### config.mk
export PLATFORM = sky130hd
export DESIGN_NAME = riscv_run_ctrl
export DESIGN_NICKNAME = d
export VERILOG_FILES = /design/src/rtl/riscv_run_ctrl.sv
export SDC_FILE = /design/constraint.sdc
export NUM_CORES = 1
export LEC_CHECK = 0
export ABC_CLOCK_PERIOD_IN_PS = 2760
export CAP_MARGIN = 20
export CORE_MARGIN = 2
export CORE_UTILIZATION = 43
export CTS_CLUSTER_DIAMETER = 60
export CTS_CLUSTER_SIZE = 16
export DETAILED_ROUTE_END_ITERATION = 16
export GPL_TIMING_DRIVEN = 0
export PLACE_DENSITY = 0.88
export SETUP_SLACK_MARGIN = 0.1
export SLEW_MARGIN = 15
export SYNTH_ARGS = -nofsm -noshare
export SYNTH_HDL_FRONTEND = slang
export SYNTH_SLANG_ARGS = --single-unit
export TNS_END_PERCENT = 5
### constraint.sdc
create_clock -name clk -period 2.76 [get_ports clk]
set_input_delay 0.552 -clock clk [delete_from_list [all_inputs] [get_ports clk]]
set_output_delay 0.552 -clock clk [all_outputs]
set_load 0.1 [all_outputs]
### src/rtl/riscv_run_ctrl.sv
// riscv_run_ctrl
// Run/halt/step sequencer for the 5-stage RV32I core. A host issues RUN,
// HALT, STEP and LOAD commands; the controller preloads instruction memory
// while the core is halted, resets the core after a program load, gates
// fetch and pipeline advance, stops on a fetch-PC breakpoint and drains the
// pipeline before reporting halted.
//
// Ports
//   clk, rst_n                     clock, asynchronous active-low reset
//   cmd_valid/cmd_ready            host command handshake
//   cmd_op                         00 RUN, 01 HALT, 10 STEP, 11 LOAD
//   cmd_addr, cmd_data             LOAD word address/data; STEP count in cmd_data
//   cmd_err                        one-cycle pulse for a command illegal in RUN/STEP
//   bp_en, bp_addr, fetch_pc       breakpoint enable/address, core IF-stage PC
//   fetch_en, pipe_en, core_rst    core control
//   imem_we/imem_waddr/imem_wdata  instruction memory write port
//   running, bp_hit, cycle_cnt     status and debug cycle counter
module riscv_run_ctrl #(
  parameter int IMEM_AW      = 6,
  parameter int DRAIN_CYCLES = 4,
  parameter int CNT_W        = 32
) (
  input  logic               clk,
  input  logic               rst_n,
  input  logic               cmd_valid,
  output logic               cmd_ready,
  input  logic [1:0]         cmd_op,
  input  logic [IMEM_AW-1:0] cmd_addr,
  input  logic [31:0]        cmd_data,
  output logic               cmd_err,
  input  logic               bp_en,
  input  logic [31:0]        bp_addr,
  input  logic [31:0]        fetch_pc,
  output logic               fetch_en,
  output logic               pipe_en,
  output logic               core_rst,
  output logic               imem_we,
  output logic [IMEM_AW-1:0] imem_waddr,
  output logic [31:0]        imem_wdata,
  output logic               running,
  output logic               bp_hit,
  output logic [CNT_W-1:0]   cycle_cnt
);

  localparam logic [1:0] OP_RUN  = 2'b00;
  localparam logic [1:0] OP_HALT = 2'b01;
  localparam logic [1:0] OP_STEP = 2'b10;
  localparam logic [1:0] OP_LOAD = 2'b11;
  localparam int         DW      = (DRAIN_CYCLES > 1) ? $clog2(DRAIN_CYCLES) : 1;

  typedef enum logic [2:0] {
    ST_IDLE  = 3'd0,
    ST_LOAD  = 3'd1,
    ST_CRST  = 3'd2,
    ST_RUN   = 3'd3,
    ST_STEP  = 3'd4,
    ST_DRAIN = 3'd5
  } state_t;

  state_t             state_r, state_n;
  logic               dirty_r, dirty_n;
  logic               pend_step_r, pend_step_n;
  logic               first_r, first_n;
  logic               bp_hit_r, bp_hit_n;
  logic               cmd_err_r, cmd_err_n;
  logic [31:0]        step_cnt_r, step_cnt_n;
  logic [DW-1:0]      drain_cnt_r, drain_cnt_n;
  logic [IMEM_AW-1:0] load_addr_r, load_addr_n;
  logic [31:0]        load_data_r, load_data_n;
  logic [CNT_W-1:0]   cycle_cnt_r;
  logic               active_s;
  logic               accept_s;
  logic               bp_match_s;

  assign active_s   = (state_r == ST_RUN) || (state_r == ST_STEP);
  assign cmd_ready  = (state_r == ST_IDLE) || active_s;
  assign accept_s   = cmd_valid && cmd_ready;
  // The first fetch after entering RUN/STEP is exempt so a resume from the
  // breakpoint PC does not immediately stop again.
  assign bp_match_s = active_s && bp_en && (fetch_pc == bp_addr) && !first_r;

  // The breakpoint gating is the only combinational input-to-output path.
  assign fetch_en   = active_s && !bp_match_s;
  assign pipe_en    = active_s || (state_r == ST_DRAIN);
  assign core_rst   = (state_r == ST_CRST);
  assign imem_we    = (state_r == ST_LOAD);
  assign imem_waddr = load_addr_r;
  assign imem_wdata = load_data_r;
  assign running    = active_s;
  assign bp_hit     = bp_hit_r;
  assign cmd_err    = cmd_err_r;
  assign cycle_cnt  = cycle_cnt_r;

  // Next-state and next-register-value logic for the sequencer.
  always_comb begin
    state_n     = state_r;
    dirty_n     = dirty_r;
    pend_step_n = pend_step_r;
    bp_hit_n    = bp_hit_r;
    cmd_err_n   = 1'b0;
    step_cnt_n  = step_cnt_r;
    drain_cnt_n = drain_cnt_r;
    load_addr_n = load_addr_r;
    load_data_n = load_data_r;
    case (state_r)
      ST_IDLE: begin
        if (accept_s) begin
          case (cmd_op)
            OP_LOAD: begin
              state_n     = ST_LOAD;
              load_addr_n = cmd_addr;
              load_data_n = cmd_data;
              dirty_n     = 1'b1;
            end
            OP_RUN: begin
              bp_hit_n    = 1'b0;
              pend_step_n = 1'b0;
              state_n     = dirty_r ? ST_CRST : ST_RUN;
            end
            OP_STEP: begin
              bp_hit_n    = 1'b0;
              pend_step_n = 1'b1;
              step_cnt_n  = (cmd_data == 32'd0) ? 32'd1 : cmd_data;
              state_n     = dirty_r ? ST_CRST : ST_STEP;
            end
            default: begin
              state_n = ST_IDLE;
            end
          endcase
        end else begin
          state_n = ST_IDLE;
        end
      end
      ST_LOAD: begin
        state_n = ST_IDLE;
      end
      ST_CRST: begin
        dirty_n = 1'b0;
        state_n = pend_step_r ? ST_STEP : ST_RUN;
      end
      ST_RUN, ST_STEP: begin
        if (accept_s && (cmd_op != OP_HALT)) begin
          cmd_err_n = 1'b1;
        end else begin
          cmd_err_n = 1'b0;
        end
        // Breakpoint, halt and step expiry all funnel into a single drain.
        if (bp_match_s) begin
          bp_hit_n    = 1'b1;
          state_n     = ST_DRAIN;
          drain_cnt_n = DW'(DRAIN_CYCLES - 1);
        end else if (accept_s && (cmd_op == OP_HALT)) begin
          state_n     = ST_DRAIN;
          drain_cnt_n = DW'(DRAIN_CYCLES - 1);
        end else if ((state_r == ST_STEP) && (step_cnt_r == 32'd1)) begin
          state_n     = ST_DRAIN;
          drain_cnt_n = DW'(DRAIN_CYCLES - 1);
        end else if (state_r == ST_STEP) begin
          step_cnt_n  = step_cnt_r - 32'd1;
        end else begin
          state_n     = state_r;
        end
      end
      ST_DRAIN: begin
        if (drain_cnt_r == {DW{1'b0}}) begin
          state_n = ST_IDLE;
        end else begin
          drain_cnt_n = drain_cnt_r - DW'(1);
        end
      end
      default: begin
        state_n = ST_IDLE;
      end
    endcase
    first_n = ((state_n == ST_RUN) || (state_n == ST_STEP)) && !active_s;
  end

  // Sequencer state and control registers.
  always_ff @(posedge clk or negedge rst_n) begin
    if (!rst_n) begin
      state_r     <= ST_IDLE;
      dirty_r     <= 1'b0;
      pend_step_r <= 1'b0;
      first_r     <= 1'b0;
      bp_hit_r    <= 1'b0;
      cmd_err_r   <= 1'b0;
      step_cnt_r  <= 32'd0;
      drain_cnt_r <= {DW{1'b0}};
      load_addr_r <= {IMEM_AW{1'b0}};
      load_data_r <= 32'd0;
    end else begin
      state_r     <= state_n;
      dirty_r     <= dirty_n;
      pend_step_r <= pend_step_n;
      first_r     <= first_n;
      bp_hit_r    <= bp_hit_n;
      cmd_err_r   <= cmd_err_n;
      step_cnt_r  <= step_cnt_n;
      drain_cnt_r <= drain_cnt_n;
      load_addr_r <= load_addr_n;
      load_data_r <= load_data_n;
    end
  end

  // Saturating count of pipeline-advance cycles since the last core reset.
  always_ff @(posedge clk or negedge rst_n) begin
    if (!rst_n) begin
      cycle_cnt_r <= {CNT_W{1'b0}};
    end else if (state_r == ST_CRST) begin
      cycle_cnt_r <= {CNT_W{1'b0}};
    end else if (pipe_en && (cycle_cnt_r != {CNT_W{1'b1}})) begin
      cycle_cnt_r <= cycle_cnt_r + CNT_W'(1);
    end else begin
      cycle_cnt_r <= cycle_cnt_r;
    end
  end

endmodule

==> summary.md <==
The relative slew slack is 32.5%. The total of warnings raised by yosys is 0. At the end of routability-driven placement, the weighted congestion stood at 0.913.

The first detailed-routing pass ran for 6 iterations. The endpoint identified for the worst register-to-register timing path is step_cnt_r[0]. The logs give 34 for the final count of negative-setup-slack endpoints and 0.341 GHz for the highest clock frequency the design can meet.

In this run the worst setup path begins at step_cnt_r[9]. The clock passes through at most 2 buffers. The die area is 0.0157 sq mm, and the power density over the cells is 1190 mW/mm^2. For this run, the leading register cell type out of synthesis is sky130_fd_sc_hd__dfrtp_1.

The tools report the number of antenna violations at the first check in global routing as 0. Synthesis produced 662 cells. Of all cell types, the one taking the most synthesized area is sky130_fd_sc_hd__dfrtp_1. TritonCTS built the clock tree.

In the final design database the tool counted 994 nets. From synthesis to final layout, the design area changed by 46.3%. Summed over all cells, the static leakage comes to 3.72 nW.

For the sum of routed wire length over all layers, the log shows 20200 microns. The count of different cell masters after synthesis came out at 58. The clock net sink count is 112, and the via count of the first global-routing pass is 6197. The tools report the startpoint of the worst-slack reg-to-reg timing path as step_cnt_r[9]. Of the post-synthesis cell area, the dominant cell type holds 44.3%. For the HPWL after detailed placement, the log shows 14000 microns. The tools report the data required time at the worst endpoint as 3.04 ns.

The worst setup path is of the flop to flop kind. The worst min-delay path class is primary input to asynchronous set/reset pin. STA classifies the critical path endpoint as a flop.

Detailed routing inserted a total of 6475 vias. The internal power of the cells totals 5.08 mW. The critical-path maximum fanout came out at 7. The H-tree was split into 3 levels. The count of endpoints failing hold in the final timing report was 0; the total I/O pin count was 186.

The first-pass GRT wire length was 31600 microns; the combinational share of power was 63.0%. Counting flops with a built-in enable in the synthesized netlist gives 0. The floorplan step set the die width to 125 microns. Entering global routing, the biggest net connects 85 pins.

Setup repair after global routing could not meet its margin everywhere. In the routed design, unresolved DRC markers number 0. The average wire per cell in the routed design is 18.9 microns. After floorplanning, the core was divided into 44 placement rows. The tools report the setup slack of the critical path after layout as -0.176 ns. For this design, the CTS-stage hold fixing added 0 buffers. At the worst endpoint, the arrival time is 3.22 ns. For this design, the slowest cell found on the critical path is sky130_fd_sc_hd__or4_4. Max-cap violations in this run came to 0. After the flow finishes, the layout carries non-filler instances totaling 1071. The total count of max-transition violations in the final report was 0; the flip-flop and latch count after synthesis was 112. Buffers placed on the I/O ports in this run total 184.

The core region is 0.0145 sq mm. Traced cell by cell, the critical path runs through or4_4 -> buf_6 -> or4_4 -> or4b_4 -> and3_4 -> buf_8 -> and2b_4 -> buf_8 -> o211ai_2. Counting the buffers created by CTS gives 9. The worst register-to-register path has a setup slack of -0.18 ns. The layout has 1151 filler cells. Sorting the synthesized cells by area gives the leading types as sky130_fd_sc_hd__dfrtp_1 44%, sky130_fd_sc_hd__mux2_2 6.9%, sky130_fd_sc_hd__xor2_1 4.4%, sky130_fd_sc_hd__nor4_1 4.3%, sky130_fd_sc_hd__a21oi_1 3.0%.

Timing analysis after detailed placement gives a worst setup slack of -1.34 ns. The mapped netlist covers 0.00633 sq mm. The kind of start point of the critical path was a flop.

Once the floorplan was initialized, standard cells occupied 43.7% of the core. The tools report the area of all placed cells without fillers as 0.00926 sq mm. The total overflow left after global routing is 0.

For this run, the total global-route usage over all layers was measured as 24.9%. After detailed placement, the design holds a cell count of 1032. The tools report the number of routed nets with antenna violations as 0. After detailed placement, the total cell area comes to 0.00845 sq mm.

The CTS clock-pin slew for the worst setup and hold paths is 0.08 ns, and the synthesized area per cell is 9.56 sq um. Final critical path time including I/O delays and setup: 2.94 ns. IR analysis of the VDD net gives a maximum drop of 977 uV. The analysis attributes to net switching a power of 5.98 mW. The switching share of power is 54.1%.

The worst hold slack after final layout came out at 0.0564 ns. Detailed-route vias per instance: 6.05. The run gives 44.3% as the post-synthesis sequential area ratio. In this run the worst setup path terminates at step_cnt_r[0]. The run gives 0.37 ns as the worst-skew pair later-pin latency. The largest stage delay on the critical path is 0.54 ns, and the share of total power in the clock network is 11.7%. The setup TNS after final layout was -4.17 ns.

Clock tree synthesis selected as its root buffer the cell sky130_fd_sc_hd__clkbuf_16. For this run, asynchronously set or reset flops after synthesis account for 100%. From bottom edge to top edge, the die measures 125 microns. In this run, the number of DRC markers left after iteration 0 of detailed routing was 704.

The share of layout cells above drive strength 1 came out at 19.4%. The depth of the worst register-to-register path came out at 9. The repair_antennas step left the layout with diodes totalling 0.

Of the total power, registers draw 25.3%. The run gives 774 as the number of nets in the synthesized netlist. Between clock sinks in the finished design, the worst skew comes to 0.0129 ns. At the pin with the least slew margin, the transition time is 1.01 ns.

Of the available clock period, the critical path in the final layout requires 106%. The run finished, with violations left. The checks that failed: negative setup slack.
[cells in the mapped netlist (5+ instances only)]
cell,n
sky130_fd_sc_hd__a21oi_1,38
sky130_fd_sc_hd__a31oi_1,9
sky130_fd_sc_hd__and3_1,8
sky130_fd_sc_hd__buf_1,6
sky130_fd_sc_hd__clkbuf_1,30
sky130_fd_sc_hd__dfrtp_1,112
sky130_fd_sc_hd__inv_1,15
sky130_fd_sc_hd__mux2_2,39
sky130_fd_sc_hd__nand2_1,42
sky130_fd_sc_hd__nand2b_1,6
sky130_fd_sc_hd__nand3_1,35
sky130_fd_sc_hd__nand4_1,15
sky130_fd_sc_hd__nor2_1,38
sky130_fd_sc_hd__nor3_1,16
sky130_fd_sc_hd__nor4_1,43
sky130_fd_sc_hd__o21ai_0,24
sky130_fd_sc_hd__o2bb2ai_1,19
sky130_fd_sc_hd__o31ai_1,14
sky130_fd_sc_hd__o41ai_1,5
sky130_fd_sc_hd__or2_2,6
sky130_fd_sc_hd__or3_1,16
sky130_fd_sc_hd__or4_1,7
sky130_fd_sc_hd__xnor2_1,20
sky130_fd_sc_hd__xor2_1,32
[logic make-up (layout without fill, tap and decap cells)]
| family | after synthesis | count (layout) | share of synthesized area, % |
|---|---|---|---|
| flops | 112 | 112 | 44.3 |
| fa+ha+maj | 4 | 4 | 0.791 |
| xor+xnor | 52 | 52 | 7.20 |
| compound gates | 137 | 137 | 14.3 |
| buf+inv | 59 | 284 | 3.87 |
| mux | 42 | 42 | 7.41 |
| simple gates | 256 | 256 | 22.2 |
[how the worst min path moves through the flow]
stage	cells after the start	start	end	slack (ns)
after global routing	1	rst_n	cycle_cnt[17]	0.07
final	1	rst_n	cycle_cnt[16]	0.06
after global placement	1	step_cnt_r[11]	step_cnt_r[11]	0.46
after detailed placement	1	rst_n	cycle_cnt[17]	0.44
after floorplan	0	rst_n	bp_hit	0.26
after CTS	1	rst_n	imem_wdata[5]	0.06
[registers in the layout, indices dropped and copies added (netlist names)]
| register | flops |
|---|---|
| first_r | 1 |
| cycle_cnt | 32 |
| bp_hit | 1 |
| imem_wdata | 32 |
| step_cnt_r | 32 |
| cmd_err | 1 |
| state_r | 3 |
| pend_step_r | 1 |
| imem_waddr | 6 |
| drain_cnt_r | 2 |
| dirty_r | 1 |
[critical path: cells and delay by family, from the launching register on]
kind | cells | cell delay, ns
AND/OR/NAND/NOR | 5 | 1.89
buffers and inverters | 3 | 0.41
flip-flops | 1 | 0.41
AO/OA/AOI/OAI | 1 | 0.13
[final cells by class]
class                      count  area [sq um]  area share [%]
tap                          184           230            2.49
clock buffer                  10           229            2.47
buffer                        43           265            2.86
multi-input combinational    491          3570            38.6
sequential                   112          2800            30.3
inverter                      16          66.3           0.716
timing repair buffer         209          2040            22.0
clock inverter                 6          52.6           0.567
[through the flow]
| stage | util, % | power [mW] |
|---|---|---|
| floorplan | - | 7.38 |
| global placement | 58.1 | 8.94 |
| detailed placement | 58.3 | 9.08 |
| CTS | 63.0 | 10.8 |
| global route | 64.0 | 11.5 |
| finish | 64.0 | 11.1 |
[routing by layer]
layer / vias to the layer above / GRT usage [%] / wire [microns]
met5: - / 0 / 0
met3: 76 / 6.25 / 1640
li1: 2896 / - / -
met2: 383 / 41.3 / 9980
met4: 0 / 10.5 / 808
met1: 3120 / 31.1 / 7810
[cells in the final DEF, fill, tap and decap left out, types with 7 or more instances in the layout]
master / n
sky130_fd_sc_hd__nor3_1: 15
sky130_fd_sc_hd__clkdlybuf4s50_1: 134
sky130_fd_sc_hd__nand2_1: 42
sky130_fd_sc_hd__nand4_1: 15
sky130_fd_sc_hd__inv_1: 13
sky130_fd_sc_hd__a21oi_1: 31
sky130_fd_sc_hd__xnor2_1: 20
sky130_fd_sc_hd__xor2_1: 29
sky130_fd_sc_hd__o21ai_0: 22
sky130_fd_sc_hd__buf_4: 25
sky130_fd_sc_hd__or3_1: 15
sky130_fd_sc_hd__o2bb2ai_1: 19
sky130_fd_sc_hd__clkbuf_1: 18
sky130_fd_sc_hd__nand3_1: 33
sky130_fd_sc_hd__nor4_1: 36
sky130_fd_sc_hd__buf_2: 11
sky130_fd_sc_hd__dlygate4sd2_1: 42
sky130_fd_sc_hd__clkbuf_16: 9
sky130_fd_sc_hd__o31ai_1: 13
sky130_fd_sc_hd__mux2_2: 39
sky130_fd_sc_hd__dfrtp_1: 111
sky130_fd_sc_hd__and3_1: 7
sky130_fd_sc_hd__nor2_1: 37
[power by group through the flow]
| stage | Combinational (mW) | Sequential, mW | Clock [mW] |
|---|---|---|---|
| 3_3_place_gp | 6.19 | 2.75 | 0 |
| 6_report | 6.96 | 2.80 | 1.29 |
| 4_1_cts | 6.74 | 2.76 | 1.30 |
| 5_1_grt | 7.22 | 2.87 | 1.38 |
| 2_1_floorplan | 2.24 | 5.14 | 0 |
| 3_5_place_dp | 6.29 | 2.78 | 0 |
[repair_timing]
action,4_1_cts,5_1_grt
resized for setup,145,38
pin swaps,38,1
setup endpoints to repair,81,96
cloned,1,0
buffers inserted,19,3
Power figures use the tool's default switching activity.
